`src/rtl/bank_arbiter_pkg.sv`:
```
// Shared definitions for the bank arbiter: requester indices and write-source encodings.
package bank_arbiter_pkg;

    localparam int N_REQ = 3;

    localparam int REQ_C = 0;
    localparam int REQ_D = 1;
    localparam int REQ_I = 2;

    typedef enum logic [1:0] {
        MUX_C = 2'd0,
        MUX_D = 2'd1,
        MUX_I = 2'd2
    } wr_mux_e;

    function automatic wr_mux_e req_to_mux(input int k);
        case (k)
            REQ_D:   return MUX_D;
            REQ_I:   return MUX_I;
            default: return MUX_C;
        endcase
    endfunction

endpackage

```
`src/rtl/bank_arbiter_rr_arb.sv`:
```
// Combinational round-robin picker: the search starts at ptr, wraps, and the first requester wins.
module rr_arb #(
    parameter int N  = 3,
    parameter int PW = 2
) (
    input  logic [N-1:0]  req_i,
    input  logic [PW-1:0] ptr_i,
    output logic [N-1:0]  gnt_o,
    output logic [PW-1:0] ptr_nxt_o
);

    int   idx;
    logic found;

    always_comb begin
        gnt_o     = '0;
        ptr_nxt_o = ptr_i;
        found     = 1'b0;
        idx       = 0;
        for (int off = 0; off < N; off++) begin
            idx = (int'(ptr_i) + off) % N;
            if (!found && req_i[idx]) begin
                found      = 1'b1;
                gnt_o[idx] = 1'b1;
                ptr_nxt_o  = PW'((idx + 1) % N);
            end
        end
    end

endmodule

```
`src/rtl/bank_arbiter.sv`:
```
// Independent round-robin read/write arbitration for one BRAM bank shared by c, d and i requesters.
module bank_arbiter
    import bank_arbiter_pkg::*;
#(
    parameter int A = 9,
    parameter int N = N_REQ
) (
    input  logic           clk,
    input  logic           rst,
    input  logic [N-1:0]   rd_req,
    input  logic [N*A-1:0] rd_addr_in,
    output logic [N-1:0]   rd_gnt,
    output logic [N-1:0]   rd_vld,
    input  logic [N-1:0]   wr_req,
    input  logic [N*A-1:0] wr_addr_in,
    output logic [N-1:0]   wr_gnt,
    output logic           rd_en,
    output logic [A-1:0]   rd_addr,
    output logic           wr_en,
    output logic [A-1:0]   wr_addr,
    output logic [1:0]     wr_muxcode
);

    localparam int PW = (N > 1) ? $clog2(N) : 1;

    logic [PW-1:0] rd_ptr_q, rd_ptr_d;
    logic [PW-1:0] wr_ptr_q, wr_ptr_d;
    logic [N-1:0]  rd_gnt_raw, wr_gnt_raw;

    logic          rd_en_q, rd_en_d;
    logic [A-1:0]  rd_addr_q, rd_addr_d;
    logic          wr_en_q, wr_en_d;
    logic [A-1:0]  wr_addr_q, wr_addr_d;
    wr_mux_e       wr_mux_q, wr_mux_d;
    logic [N-1:0]  vld_p0_q, vld_p1_q;

    rr_arb #(.N(N), .PW(PW)) u_rd_arb (
        .req_i     (rd_req),
        .ptr_i     (rd_ptr_q),
        .gnt_o     (rd_gnt_raw),
        .ptr_nxt_o (rd_ptr_d)
    );

    rr_arb #(.N(N), .PW(PW)) u_wr_arb (
        .req_i     (wr_req),
        .ptr_i     (wr_ptr_q),
        .gnt_o     (wr_gnt_raw),
        .ptr_nxt_o (wr_ptr_d)
    );

    // Grants are suppressed during reset so nothing is handed out that the flush would discard.
    assign rd_gnt = rst ? '0 : rd_gnt_raw;
    assign wr_gnt = rst ? '0 : wr_gnt_raw;

    always_comb begin
        rd_en_d   = 1'b0;
        rd_addr_d = rd_addr_q;
        wr_en_d   = 1'b0;
        wr_addr_d = wr_addr_q;
        wr_mux_d  = wr_mux_q;
        for (int k = 0; k < N; k++) begin
            if (rd_gnt_raw[k]) begin
                rd_en_d   = 1'b1;
                rd_addr_d = rd_addr_in[k*A +: A];
            end
            if (wr_gnt_raw[k]) begin
                wr_en_d   = 1'b1;
                wr_addr_d = wr_addr_in[k*A +: A];
                wr_mux_d  = req_to_mux(k);
            end
        end
    end

    // Stage p0 aligns with the registered bank address, p1 with the BRAM data out.
    always_ff @(posedge clk) begin
        if (rst) begin
            rd_ptr_q  <= '0;
            wr_ptr_q  <= '0;
            rd_en_q   <= 1'b0;
            rd_addr_q <= '0;
            wr_en_q   <= 1'b0;
            wr_addr_q <= '0;
            wr_mux_q  <= MUX_C;
            vld_p0_q  <= '0;
            vld_p1_q  <= '0;
        end else begin
            rd_ptr_q  <= rd_ptr_d;
            wr_ptr_q  <= wr_ptr_d;
            rd_en_q   <= rd_en_d;
            rd_addr_q <= rd_addr_d;
            wr_en_q   <= wr_en_d;
            wr_addr_q <= wr_addr_d;
            wr_mux_q  <= wr_mux_d;
            vld_p0_q  <= rd_gnt_raw;
            vld_p1_q  <= vld_p0_q;
        end
    end

    assign rd_en      = rd_en_q;
    assign rd_addr    = rd_addr_q;
    assign wr_en      = wr_en_q;
    assign wr_addr    = wr_addr_q;
    assign wr_muxcode = wr_mux_q;
    assign rd_vld     = vld_p1_q;

endmodule

```
`config.mk`:
```
export PLATFORM = sky130hd
export DESIGN_NAME = bank_arbiter
export DESIGN_NICKNAME = d
export VERILOG_FILES = /design/src/rtl/bank_arbiter_pkg.sv /design/src/rtl/bank_arbiter_rr_arb.sv /design/src/rtl/bank_arbiter.sv
export SDC_FILE = /design/constraint.sdc
export NUM_CORES = 1
export LEC_CHECK = 0
export ABC_CLOCK_PERIOD_IN_PS = 8800
export CAP_MARGIN = 20
export CORE_MARGIN = 1
export CORE_UTILIZATION = 30
export DETAILED_ROUTE_END_ITERATION = 16
export GPL_TIMING_DRIVEN = 0
export SYNTH_ARGS = -nofsm -noshare
export SYNTH_HDL_FRONTEND = slang
export SYNTH_SLANG_ARGS = --single-unit
```
`constraint.sdc`:
```
create_clock -name clk -period 8.8 [get_ports clk]
set_input_delay 1.32 -clock clk [delete_from_list [all_inputs] [get_ports clk]]
set_output_delay 1.32 -clock clk [all_outputs]
set_load 0.1 [all_outputs]
```
Word-level counts from Yosys, hierarchy flattened
Index checks and enable logic that the tools add are counted.

storage, ports and cells
  output and inout port bits = 31
  bits of input ports = 62
  register bits after elaboration = 32

operators by class
  bitwise operators = 4
  add/sub/neg operators = 10
  mux-type cells = 63
  $lt $le $gt $ge = 12
  reduce and logical (&&, ||, !) cells = 20
  divide/modulo/power cells = 12

operators by type and width
  kind                   count
  $mod 32x3->32 const B  10
  $add 32x2->32 const B  6
  $ge 32x1->1 const B    6
  $lt 32x4->1 const B    6
  $mod 3x3->32 const B   2
  $mux 9                 6
  $mux 1                 28
  $mux 3                 8
  $mux 2                 9
  $bmux 1 s2             6
  $demux 1 s2            6
  $or 3x3->3             4
  $reduce_bool 3->1      4
  $logic_and 1x1->1      10
  $add 2x1->3 const B    2
  $add 2x2->3 const B    2
  $logic_not 1->1        4
  $reduce_bool 2->1      1
  $reduce_or 2->1        1

Depth between registers and ports, before layout
Gate-level depths: netlist of run 1.

  depth after elaboration = 14
  mapped depth = 30
  depth with buffers taken out = 28

Worst setup path before layout of run 1
No wires, ideal clock.

  path kind = input -> register
  from = input port wr_req[1]
  to = register wr_ptr_q[1]
  setup time = 0.121 ns
  slack = 2.041 ns
  stages on the path = 26
  required time = 8.679 ns
  arrival time = 6.638 ns
  cells stage by stage = mux2i_1 -> o21a_2 -> o21ai_1 -> a32oi_2 -> inv_1 -> ha_1 -> buf_1 -> nand2_1 -> nor4_1 -> a311o_1 -> nor3_2 -> buf_2 -> xnor2_1 -> a21oi_1 -> a21oi_1 -> ha_1 -> clkbuf_1 -> o211ai_1 -> a221o_1 -> a2111o_1 -> xor2_1 -> ha_1 -> or3_1 -> nor4b_2 -> mux2i_1 -> a21oi_1

between the ends
  cells in the longest elaborated chain, start to end = 10

RTL lines
  element                                                              line                       RTL
  start, declared                                                      bank_arbiter.sv:14         input logic [N-1:0] wr_req,
  $bmux 1 s2                                                           bank_arbiter_rr_arb.sv:22  if (!found && req_i[idx]) begin
  $mux 1 (not written as such) (2 in series)                           bank_arbiter_rr_arb.sv:22
  $mux 1                                                               bank_arbiter_rr_arb.sv:22
  $logic_not 1->1                                                      bank_arbiter_rr_arb.sv:22
  $logic_and 1x1->1                                                    bank_arbiter_rr_arb.sv:22
  $mux 1                                                               bank_arbiter_rr_arb.sv:22
  $logic_not 1->1                                                      bank_arbiter_rr_arb.sv:22
  $logic_and 1x1->1                                                    bank_arbiter_rr_arb.sv:22
  $reduce_bool 3->1 (no source line) / $mux 2 (equally long branches)  -
  end signal, assigned                                                 bank_arbiter.sv:88         wr_ptr_q <= wr_ptr_d;
  end, declared                                                        bank_arbiter.sv:27         logic [PW-1:0] wr_ptr_q, wr_ptr_d;

Parallel ways exist; a longest one is shown, timed or not. The select of a mux whose other input is x is not followed.
A chain may end at the register's enable or synchronous reset.

Worst setup path after layout of run 1
Same ends and word-level chain as after synthesis.

==> metrics, run 1 <==
count of flip-flops with a built-in enable after synthesis 0; TritonCTS clock tree built; CTS root buffer sky130_fd_sc_hd__clkbuf_16; final routed wirelength across all metal layers 12.4 mm; average detailed-routed wire length per instance 14.6 um; max capacitance violation total 0; number of gates given a new drive strength after cts 0; maximum root-to-sink buffer count 2; average via count per standard cell 5.50; element type at the critical path end flip-flop; mapped cell area 4280 um^2; cell type contributing the most total cell area after synthesis sky130_fd_sc_hd__dfxtp_1; Sum Neg Setup Slack 0 ns; post-layout min period 8.14 ns; largest cells by area after synthesis sky130_fd_sc_hd__dfxtp_1, sky130_fd_sc_hd__mux2i_1, sky130_fd_sc_hd__ha_1; sum of net half-perimeters after detailed placement 9.87 mm; number of instances in the synthesized netlist 566; Nets 758; initial drt markers 318; overflow left after global routing 0; syn avg cell area 7.57 um^2; setup repair after global routing missed its margin no; worst skew pair latency 0.27 ns; Global Route Usage Sum 16.5%; number of pins exceeding their max-slew limit in the final report 0; die width 121 um; antenna violations before repair 0; Post-DRT Antenna Nets 0; number of buffers added by the clock tree synthesis step 5; share of synthesized area occupied by flip-flops and latches 15.0%; number of unique standard cell types used by synthesis 84; std cell rows 43; highest fanout seen on the critical path 10; number of remaining DRC errors 0; maximum clock frequency 123 MHz; die area 14800 um^2; maximum single-stage delay on the critical path 0.62 ns; top-area cell type share of the netlist area 15.0%; worst reg2reg path startpoint wr_ptr_q[1]$_SDFFE_PP0P_; run status finished, final reports clean; Std-Cell Core Area 13900 um^2; count of endpoints failing hold in the final timing report 0; standard cell with the maximum stage delay on the critical path sky130_fd_sc_hd__clkdlybuf4s50_1; via count of the routed design 4646; buffers added on ports 91; area overhead of the layout relative to synthesis 30.4%; Worst Path Arrival 8.29 ns; Seq cells post-synth 32; headroom to the max-slew limit 32.5%; floorplan die height 121 um; Detailed Routing Iterations Pass 1 5; number of setup violations in the final report 0; # H-tree levels 2; first-pass GRT wire length 20.5 mm; most common library cell in the layout ignoring fill and taps sky130_fd_sc_hd__clkdlybuf4s50_1; proportion of layout cells with a drive suffix above 1 7.67%; number of sinks on the clock net 32; Post-CTS Setup Inserts 0; worst hold path class flip-flop to flip-flop; Synth Warn # 0; number of global-route vias before repair 4410; buffer and inverter count on the worst path 5; fill count 1423; worst path required time 8.95 ns; Worst Tran Pin Value 1.01 ns; clock-pin slew reported for the worst setup and hold paths after clock tree synthesis 0.05 ns; Placer Congestion 0.918; critical path start-end classification primary input to flip-flop; Crit path max-delay family compound AO/OA/AOI/OAI gates; Hold Buf Count CTS 0; startpoint type of the worst setup path primary input; Boundary Pins 93; Min-Delay Startpoint vld_p0_q[1]$_DFF_P_; antenna cells 0; setup clock skew after layout 0.00661 ns; commonest non-fill, non-tap cells in the layout sky130_fd_sc_hd__clkdlybuf4s50_1, sky130_fd_sc_hd__nor2_1, sky130_fd_sc_hd__mux2i_1; starting density of the core 30.9%; pin count of the biggest net entering global routing 11; ys async rst share 0%; launching instance or port of the critical path wr_req[1]; final worst-path cycle share 92.4%; Primary FF master, synth sky130_fd_sc_hd__dfxtp_1; nets in the synthesized netlist 660
-- path summary, 6_finish.rpt --
check | slack (ns) | end | cells past startpoint
setup / recovery | 0.66 | wr_ptr_q[1]$_SDFFE_PP0P_ | 26
hold / removal | 0.44 | rd_vld[1]$_SDFF_PP0_ | 1
setup reg to reg | 1.36 | wr_ptr_q[1]$_SDFFE_PP0P_ | 27
hold reg to reg | 0.44 | rd_vld[1]$_SDFF_PP0_ | 1
-- flip-flops by register name (all words and copies together) (netlist names) --
signal / cells
rd_vld: 3
vld_p0_q: 3
wr_en: 1
rd_addr: 9
wr_addr: 9
wr_ptr_q: 2
rd_en: 1
wr_muxcode: 2
rd_ptr_q: 2
-- per-stage QoR --
step	hold WS [ns]	instance area, um^2	cells	worst slack (ns)	util [%]
final	0.437	5580	845	0.665	40.2
after global routing	0.463	5580	845	0.0822	40.2
after CTS	0.440	5580	845	0.738	40.2
after detailed placement	0.423	5420	837	0.468	39.0
after global placement	0.425	5420	837	0.719	39.0
after floorplan	0.414	4280	566	2.04	-
-- Yosys cell counts (4+ instances only) --
cell                        count
sky130_fd_sc_hd__a21oi_1       26
sky130_fd_sc_hd__nand2_1       39
sky130_fd_sc_hd__and3_1         6
sky130_fd_sc_hd__xnor2_1       11
sky130_fd_sc_hd__a31oi_1        7
sky130_fd_sc_hd__inv_1         29
sky130_fd_sc_hd__ha_1          32
sky130_fd_sc_hd__nor2_1        66
sky130_fd_sc_hd__clkbuf_1      15
sky130_fd_sc_hd__a21o_1         5
sky130_fd_sc_hd__dfxtp_1       32
sky130_fd_sc_hd__mux2i_1       45
sky130_fd_sc_hd__o21a_1         4
sky130_fd_sc_hd__nand3_1       13
sky130_fd_sc_hd__a2bb2oi_1      4
sky130_fd_sc_hd__a221oi_1      14
sky130_fd_sc_hd__nand2b_1      10
sky130_fd_sc_hd__nand4_1        4
sky130_fd_sc_hd__xor2_1         6
sky130_fd_sc_hd__a21boi_0       6
sky130_fd_sc_hd__buf_2         10
sky130_fd_sc_hd__mux2_2         5
sky130_fd_sc_hd__and2_1        10
sky130_fd_sc_hd__o21ai_0       38
sky130_fd_sc_hd__or3_1          7
sky130_fd_sc_hd__o211ai_1       7
sky130_fd_sc_hd__nand3b_1       4
sky130_fd_sc_hd__nor2b_1        9
sky130_fd_sc_hd__o32a_1         4
sky130_fd_sc_hd__nor3_1        15
-- cells by family (layout without fill, tap and decap cells) --
family | Yosys count | after routing | share of synthesized area, %
simple gates | 207 | 207 | 25.0
flops | 32 | 32 | 15.0
compound gates | 167 | 167 | 28.9
xor+xnor | 17 | 17 | 3.48
mux | 52 | 52 | 12.5
fa+ha+maj | 32 | 32 | 9.35
buf+inv | 59 | 158 | 5.84
-- routing by layer --
layer,track usage [%],part of all wire [%],wire length [um]
met5,0,0,0
met4,3.16,0.97,120
met3,1.97,3.6,448
met2,29.2,49,6110
met1,21.3,46,5690
-- layout make-up --
class / count / area, um^2 / area share, %
flip-flops and latches: 32 / 641 / 11.5
plain buffers: 30 / 141 / 2.53
well taps: 180 / 225 / 4.03
inverters: 29 / 109 / 1.95
repair buffers: 91 / 911 / 16.3
multi-input cells: 475 / 3390 / 60.8
clock inverters: 2 / 35.0 / 0.628
clock buffers: 6 / 129 / 2.31
Power of run 1 is left out: the tool's default activity adds up to more than one toggle a clock period on the data nets, which glitch-free logic cannot reach.
==> inputs of run 2 (changes only) <==
- DONT_BUFFER_PORTS: default -> 1
==> run 2 against run 1 <==
Net effect: die area unchanged; sequential cell count unchanged; utilization down 6.3 points; critical path depth up 2; worst setup slack better by 0.62 ns; clock-buffer cell count unchanged; first-iteration DRC count up 22%; routed wire length down 3.6%; highest routed layer unchanged.
==> metrics, run 2 (synthesis gave the netlist of run 1 again) <==
antenna violations before repair 0 (unchanged); post-layout min period 7.51 ns (was 8.14 ns); number of instances on the worst hold path 1 (unchanged); worst hold path class flip-flop to flip-flop (unchanged); Post-DRT Antenna Nets 0 (unchanged); reg2reg path depth 28 (was 27); die width 121 um (unchanged); Std-Cell Core Area 13900 um^2 (unchanged); count of endpoints failing hold in the final timing report 0 (unchanged); std cell rows 43 (unchanged); most common library cell in the layout ignoring fill and taps sky130_fd_sc_hd__nor2_1 (was sky130_fd_sc_hd__clkdlybuf4s50_1); startpoint type of the worst setup path primary input (unchanged); critical path start-end classification primary input to flip-flop (unchanged); crit-path most repeated cell sky130_fd_sc_hd__ha_1; fill count 1462 (was 1423); maximum single-stage delay on the critical path 0.50 ns (was 0.62 ns); capture point of the worst reg-to-reg path wr_ptr_q[1]$_SDFFE_PP0P_ (unchanged); Detailed Routing Iterations Pass 1 5 (unchanged); # H-tree levels 2 (unchanged); run status finished, final reports clean (unchanged); Nets 669 (was 758); Post-CTS Setup Inserts 0 (unchanged); maximum clock frequency 133 MHz (was 123 MHz); multi-input combinational cell area 3400 um^2 (was 3390 um^2); starting density of the core 30.9% (unchanged); worst reg2reg path startpoint wr_ptr_q[1]$_SDFFE_PP0P_ (unchanged); element type at the critical path end flip-flop (unchanged); area of placed instances 4550 um^2 (was 5420 um^2); max capacitance violation total 0 (unchanged); number of gates given a new drive strength after cts 0 (unchanged); Worst Tran Pin Value 1.07 ns (was 1.01 ns); floorplan die height 121 um (unchanged); maximum root-to-sink buffer count 2 (unchanged); Boundary Pins 93 (unchanged); overflow left after global routing 0 (unchanged); buffers added on ports 0 (was 91); Placer Congestion 0.854 (was 0.918); post-layout instance count excluding filler cells 756 (was 845); number of setup violations in the final report 0 (unchanged); proportion of layout cells with a drive suffix above 1 9.72% (was 7.67%); TritonCTS clock tree built (unchanged); setup clock skew after layout 0.00831 ns (was 0.00661 ns); Post-Layout Inst Area 4710 um^2 (was 5580 um^2); initial drt markers 389 (was 318); worst path required time 8.96 ns (was 8.95 ns); Sum Neg Setup Slack 0 ns (unchanged); Worst Path Arrival 7.68 ns (was 8.29 ns); setup repair after global routing missed its margin no (unchanged); number of pins exceeding their max-slew limit in the final report 0 (unchanged); hold slack 0.445 ns (was 0.437 ns); average detailed-routed wire length per instance 15.8 um (was 14.6 um); number of buffers added by the clock tree synthesis step 5 (unchanged); die area 14800 um^2 (unchanged); final routed wirelength across all metal layers 11.9 mm (was 12.4 mm); number of remaining DRC errors 0 (unchanged); pin count of the biggest net entering global routing 11 (unchanged); CTS root buffer sky130_fd_sc_hd__clkbuf_16 (unchanged); worst skew pair latency 0.27 ns (about the same); sequential cell area 641 um^2 (unchanged); headroom to the max-slew limit 28.5% (was 32.5%); sum of net half-perimeters after detailed placement 9.36 mm (was 9.87 mm); final worst-path cycle share 85.4% (was 92.4%); Min-Delay Startpoint vld_p0_q[1]$_DFF_P_ (unchanged); instance count after placement with tap cells included 748 (was 837); Hold Buf Count CTS 0 (unchanged); clock-pin slew reported for the worst setup and hold paths after clock tree synthesis 0.05 ns (about the same); first-pass GRT wire length 19.2 mm (was 20.5 mm); highest fanout seen on the critical path 10 (unchanged); destination of the worst hold path rd_vld[1]$_SDFF_PP0_ (unchanged); standard cell with the maximum stage delay on the critical path sky130_fd_sc_hd__a2111oi_4 (was sky130_fd_sc_hd__clkdlybuf4s50_1); area overhead of the layout relative to synthesis 10.0% (was 30.4%); number of global-route vias before repair 4009 (was 4410); average via count per standard cell 5.73 (was 5.50); Global Route Usage Sum 15.6% (was 16.5%); antenna cells 0 (unchanged); R2R Setup Slk 1.35 ns (was 1.36 ns); via count of the routed design 4333 (was 4646); number of sinks on the clock net 32 (unchanged); commonest non-fill, non-tap cells in the layout sky130_fd_sc_hd__nor2_1, sky130_fd_sc_hd__mux2i_1, sky130_fd_sc_hd__nand2_1 (was sky130_fd_sc_hd__clkdlybuf4s50_1, sky130_fd_sc_hd__nor2_1, sky130_fd_sc_hd__mux2i_1)
run 2: worst max path at each step:
| stage | start | end | slack (ns) | depth (start not counted) |
|---|---|---|---|---|
| floorplan | wr_req[1] | wr_ptr_q[1]$_SDFFE_PP0P_ | 2.04 | 26 |
| global placement | rd_req[1] | rd_ptr_q[0]$_SDFFE_PP0P_ | 1.35 | 28 |
| detailed placement | rd_req[1] | rd_ptr_q[0]$_SDFFE_PP0P_ | 1.14 | 28 |
| CTS | rd_req[1] | rd_ptr_q[0]$_SDFFE_PP0P_ | 1.41 | 28 |
| global route | rd_req[1] | rd_ptr_q[0]$_SDFFE_PP0P_ | 0.72 | 28 |
| finish | rd_req[1] | rd_ptr_q[0]$_SDFFE_PP0P_ | 1.29 | 28 |
run 2: per-layer routing:
metal	wire length [um]	part of all wire [%]	vias up	track usage, %
li1	-	-	2126	-
met1	5470	46	2089	20.1
met2	5930	50	110	27.6
met3	434	3.6	8	1.93
met4	93	0.78	0	2.70
met5	0	0	-	0
run 2: critical path, delay by kind of cell:
family | cells | cell delay, ns
AO/OA/AOI/OAI | 10 | 2.20
AND/OR/NAND/NOR | 7 | 1.60
adder cells (fa/ha/maj) | 4 | 1.03
buffers and inverters | 3 | 0.75
multiplexers | 2 | 0.44
XOR/XNOR | 2 | 0.33
run 2: cell type report:
type	instances	share of cell area [%]
Timing Repair Buffer	2	0.664
Buffer	30	3.00
Multi-Input combinational cell	475	72.2
Clock buffer	6	2.73
Inverter	29	2.31
Sequential cell	32	13.6
Tap cell	180	4.78
Clock inverter	2	0.743
run 2: stage by stage:
step / util, % / worst slack [ns]
2_1_floorplan: - / 2.04
3_3_place_gp: 32.5 / 1.35
3_5_place_dp: 32.8 / 1.14
4_1_cts: 34.0 / 1.41
5_1_grt: 34.0 / 0.718
6_report: 34.0 / 1.29
Power of run 2 is left out for the same reason.
==> edit 1, RTL diff (flow settings as in run 2) <==
The parameter `A` goes from 9 to 11.
--- a/src/rtl/bank_arbiter.sv
+++ b/src/rtl/bank_arbiter.sv
@@ -2,7 +2,7 @@
 module bank_arbiter
     import bank_arbiter_pkg::*;
 #(
-    parameter int A = 9,
+    parameter int A = 11,
     parameter int N = N_REQ
 ) (
     input  logic           clk,
Interface: changed (resized rd_addr, rd_addr_in, wr_addr and wr_addr_in); port bits go from 93 to 109. The function was not compared with the original's and may differ.
==> edit 1 against run 2 <==
- sequential cell count increased by 4
- sequential share of layout area is 0.97 points higher
- area after synthesis grew 4.8%
- wire length rose by 3.2%
- critical endpoint is now wr_ptr_q[0]$_SDFFE_PP0P_
- final area increased by 5.0%
- fmax shrank 0.11%
- worst setup slack worse by 0.0083 ns
Power is left out: the tool's default activity adds up to more than one toggle a clock period on the data nets, which glitch-free logic cannot reach.
==> edit 1: results (changes against run 2) <==
ROUTING
----------------------------------------------------------------------
Metal1 wirelength                                              5410 um   -1.1%
Number of DRC markers in iteration 0                               246   -37%
Routed wire length per instance                                15.9 um   +0.62%
Post-detailed-route via-to-cell ratio                             5.62   -2.0%
Routed length on met3                                           560 um   +29%

SYNTHESIS
----------------------------------------------------------------------
Post-synthesis cell type count                                      99   +18%
Most used standard cells in the synthesized netlist       nor2_1, dfxtp_1, a21oi_1
Total nets after synthesis                                         684   +3.6%
Post-synthesis instance area                              0.00449 sq mm   +4.8%
Register area share after synthesis                              16.1%   +1.1 points

GRT
----------------------------------------------------------------------
Via count of the first global-routing pass                        4230   +5.5%
Pin count of the biggest net entering global routing                14   +3
Met3 Use GR                                                      3.14%   +1.2 points
GR Layer Usage met1                                              19.3%   -0.80 points
First-pass GRT wire length                                    20800 um   +8.4%

PLACED DESIGN
----------------------------------------------------------------------
Placed wire-length estimate                                    9960 um   +6.5%
RePlAce Congestion                                               0.913   +6.9%

FINAL LAYOUT
----------------------------------------------------------------------
Clock buffer count in the final layout                               5   -1
Non-Clock Inverter Count                                            33   +14%
Register area                                                721 sq um   +13%
Non-clock buffer count                                              37   +16%
Fraction of layout cells with a size suffix above 1              12.7%   +3.0 points
Fill cell instance count of the final layout                      1503   +2.8%
Multi-input combinational cell count                               477   +0.42%
Multi-input logic area                                    0.00348 sq mm   +2.2%
Data-path buffer share of cell area in the final layout          5.03%   +1.4 points
Total number of nets in the final design                           696   +4.0%

CRITICAL PATH
----------------------------------------------------------------------
Highest-delay cell along the critical path                     dfxtp_1
Endpoint arrival time on the critical path                     7.75 ns   +0.07 ns
Max incr delay on CP                                           0.48 ns   -0.02 ns
Maximum fanout along the worst path                                 10   unchanged

TIMING
----------------------------------------------------------------------
Worst clock skew on the final layout                        0.00502 ns   -0.00330 ns

CLOCK NETWORK
----------------------------------------------------------------------
Clock Sinks                                                         36   +13%
Worst-Skew Late Latency                                        0.29 ns   +0.02 ns

STATUS
----------------------------------------------------------------------
Result of the run                                         finished, final reports clean

-- edit 1: kinds of logic after synthesis --
kind of cell / synth area share [%]
adders and majority gates: 9.14
buffers and inverters: 6.83
muxes: 8.28
AOI/OAI and AO/OA: 30.8
xor gates and xnor gates: 5.32
and+or+nand+nor: 23.6
DFF: 16.1
-- edit 1: path summary, 6_finish.rpt --
path                                               start  slack [ns]  cells after the start                       end
worst max-delay path            wr_ptr_q[1]$_SDFFE_PP0P_        1.28                     33  wr_ptr_q[0]$_SDFFE_PP0P_
worst min-delay path                 vld_p0_q[2]$_DFF_P_        0.44                      1      rd_vld[2]$_SDFF_PP0_
worst max register to register  wr_ptr_q[1]$_SDFFE_PP0P_        1.28                     33  wr_ptr_q[0]$_SDFFE_PP0P_
worst min register to register       vld_p0_q[2]$_DFF_P_        0.44                      1      rd_vld[2]$_SDFF_PP0_
-- edit 1: worst max-delay path: cells and delay by family (launching register included) --
kind	cells	cell delay (ns)
flops	1	0.48
fa+ha+maj	5	1.34
buf+inv	6	0.99
simple gates	7	1.45
mux	1	0.25
compound gates	11	2.51
xor+xnor	3	0.44
-- edit 1: per-stage QoR --
step | hold slack [ns] | instance area (sq um) | std cells | util, % | setup slack (ns)
after CTS | 0.447 | 4950 | 775 | 33.9 | 1.36
final | 0.439 | 4950 | 775 | 33.9 | 1.28
after detailed placement | 0.433 | 4800 | 767 | 32.9 | 1.09
after global routing | 0.463 | 4950 | 775 | 33.9 | 0.754
after floorplan | 0.414 | 4490 | 578 | - | 1.86
after global placement | 0.426 | 4720 | 762 | 32.3 | 1.17
==> edit 2, RTL diff (settings of run 2) <==
Made on the original files. Take the reset off `wr_addr_q` and load it in a clocked block of its own.
--- a/src/rtl/bank_arbiter.sv
+++ b/src/rtl/bank_arbiter.sv
@@ -79,7 +79,6 @@
             rd_en_q   <= 1'b0;
             rd_addr_q <= '0;
             wr_en_q   <= 1'b0;
-            wr_addr_q <= '0;
             wr_mux_q  <= MUX_C;
             vld_p0_q  <= '0;
             vld_p1_q  <= '0;
@@ -89,11 +88,14 @@
             rd_en_q   <= rd_en_d;
             rd_addr_q <= rd_addr_d;
             wr_en_q   <= wr_en_d;
-            wr_addr_q <= wr_addr_d;
             wr_mux_q  <= wr_mux_d;
             vld_p0_q  <= rd_gnt_raw;
             vld_p1_q  <= vld_p0_q;
         end
+    end
+
+    always_ff @(posedge clk) begin
+        wr_addr_q <= wr_addr_d;
     end
 
     assign rd_en      = rd_en_q;
Function: changed (Yosys sat finds a counterexample within 4 cycles, from zero or initial values and one cycle with rst high).
==> edit 2 against run 2 <==
- synthesized cell count is 2.3% lower
- sequential share of layout area up 1.9 points
- critical path type is now reg2reg
- fmax fell by 2.3%
- highest routed layer unchanged
- wire length is 1.3% lower
- final area grew 0.13%
- sequential cell count did not move
- critical path depth is 3 higher
- first-iteration DRC count shrank 19%
- area after synthesis shrank 0.76%
- worst setup slack worse by 0.17 ns
- die area shrank 0.75%
Power is not shown: default switching activity piles up to over one toggle a cycle in this logic, so the estimate is an artifact.
==> edit 2: results (changes against run 2) <==
PLACED DESIGN
-------------------------------------------------------------------
Number of cells in the design after placement                   738   -1.3%
Placed cell area                                       0.00456 sq mm   +0.17%
Worst setup slack after placement                          0.908 ns   -0.228 ns
Placed wire-length estimate                                 9310 um   -0.47%

SYNTHESIS
-------------------------------------------------------------------
Post-synthesis cell type count                                   77   -8.3%
Biggest area contributors in the synthesized netlist   dfxtp_1, ha_1, edfxtp_1
Total nets after synthesis                                      647   -2.0%
Number of enable flip-flop cells after synthesis                  9   +9

TIMING
-------------------------------------------------------------------
Worst clock skew on the final layout                     0.00840 ns   +0.0000822 ns
Final worst path period share                                 87.4%   +2.0 points

FINAL LAYOUT
-------------------------------------------------------------------
Total number of nets in the final design                        659   -1.5%

ROUTING
-------------------------------------------------------------------
Number of DRC markers in iteration 0                            314   -19%
Vias after detailed routing                                    4314   -0.44%
Post-detailed-route via-to-cell ratio                          5.78   +0.90%
Final Routed Wirelength                                    11800 um   -1.3%

CRITICAL PATH
-------------------------------------------------------------------
Register-to-Register Path Depth                                  31   +11%
Endpoint arrival time on the critical path                  7.85 ns   +0.17 ns
Reg-to-Reg Start                                       rd_ptr_q[1]$_SDFFE_PP0P_
Maximum fanout along the worst path                              10   unchanged
Highest-delay cell along the critical path                     ha_1
Reg-to-reg endpoint                                    rd_ptr_q[0]$_SDFFE_PP0P_
CP startpoint kind                                         register

GRT
-------------------------------------------------------------------
First-pass GRT wire length                                 19000 um   -0.94%
Via count of the first global-routing pass                     3912   -2.4%
Tot GR Track Use                                              15.5%   -0.089 points

HOLD PATH
-------------------------------------------------------------------
Hold wc startpoint                                     vld_p0_q[0]$_DFF_P_
Worst Hold Path EP                                     rd_vld[0]$_SDFF_PP0_

STATUS
-------------------------------------------------------------------
Result of the run                                      finished, final reports clean

edit 2: cell types whose count changed after synthesis, moves of 5 or more:
cell / before / now
a21o_1: 5 / 10
a21oi_1: 26 / 45
and2_1: 10 / 4
dfxtp_1: 32 / 23
edfxtp_1: 0 / 9
mux2i_1: 45 / 27
nand2_1: 39 / 32
nor2_1: 66 / 56
o21ai_0: 38 / 20
edit 2: final cells by class:
cell class,count,area [sq um]
fillers,1418,9110
multi-input cells,460,3290
flip-flops and latches,32,731
well taps,180,225
clock buffers,5,125
plain buffers,29,125
inverters,32,120
repair buffers,5,66.3
clock inverters,3,37.5
edit 2: per-layer routing:
| metal | vias to the layer above | global-route usage (%) | wire (um) |
|---|---|---|---|
| li1 | 2118 | - | - |
| met1 | 2039 | 20.9 | 5430 |
| met2 | 145 | 26.0 | 5580 |
| met3 | 12 | 2.07 | 608 |
| met4 | 0 | 3.24 | 159 |
| met5 | - | 0 | 0 |
edit 2: logic make-up after synthesis:
family	share of synthesized area, %
AO/OA/AOI/OAI	32.6
buffers and inverters	5.77
multiplexers	8.48
XOR/XNOR	3.03
AND/OR/NAND/NOR	23.5
adder cells (fa/ha/maj)	9.42
flip-flops	17.2
edit 2: per-stage QoR:
stage | hold slack, ns | util, %
after floorplan | 0.414 | -
after global placement | 0.423 | 32.4
after detailed placement | 0.438 | 33.0
after CTS | 0.445 | 34.1
after global routing | 0.460 | 34.1
final | 0.443 | 34.1
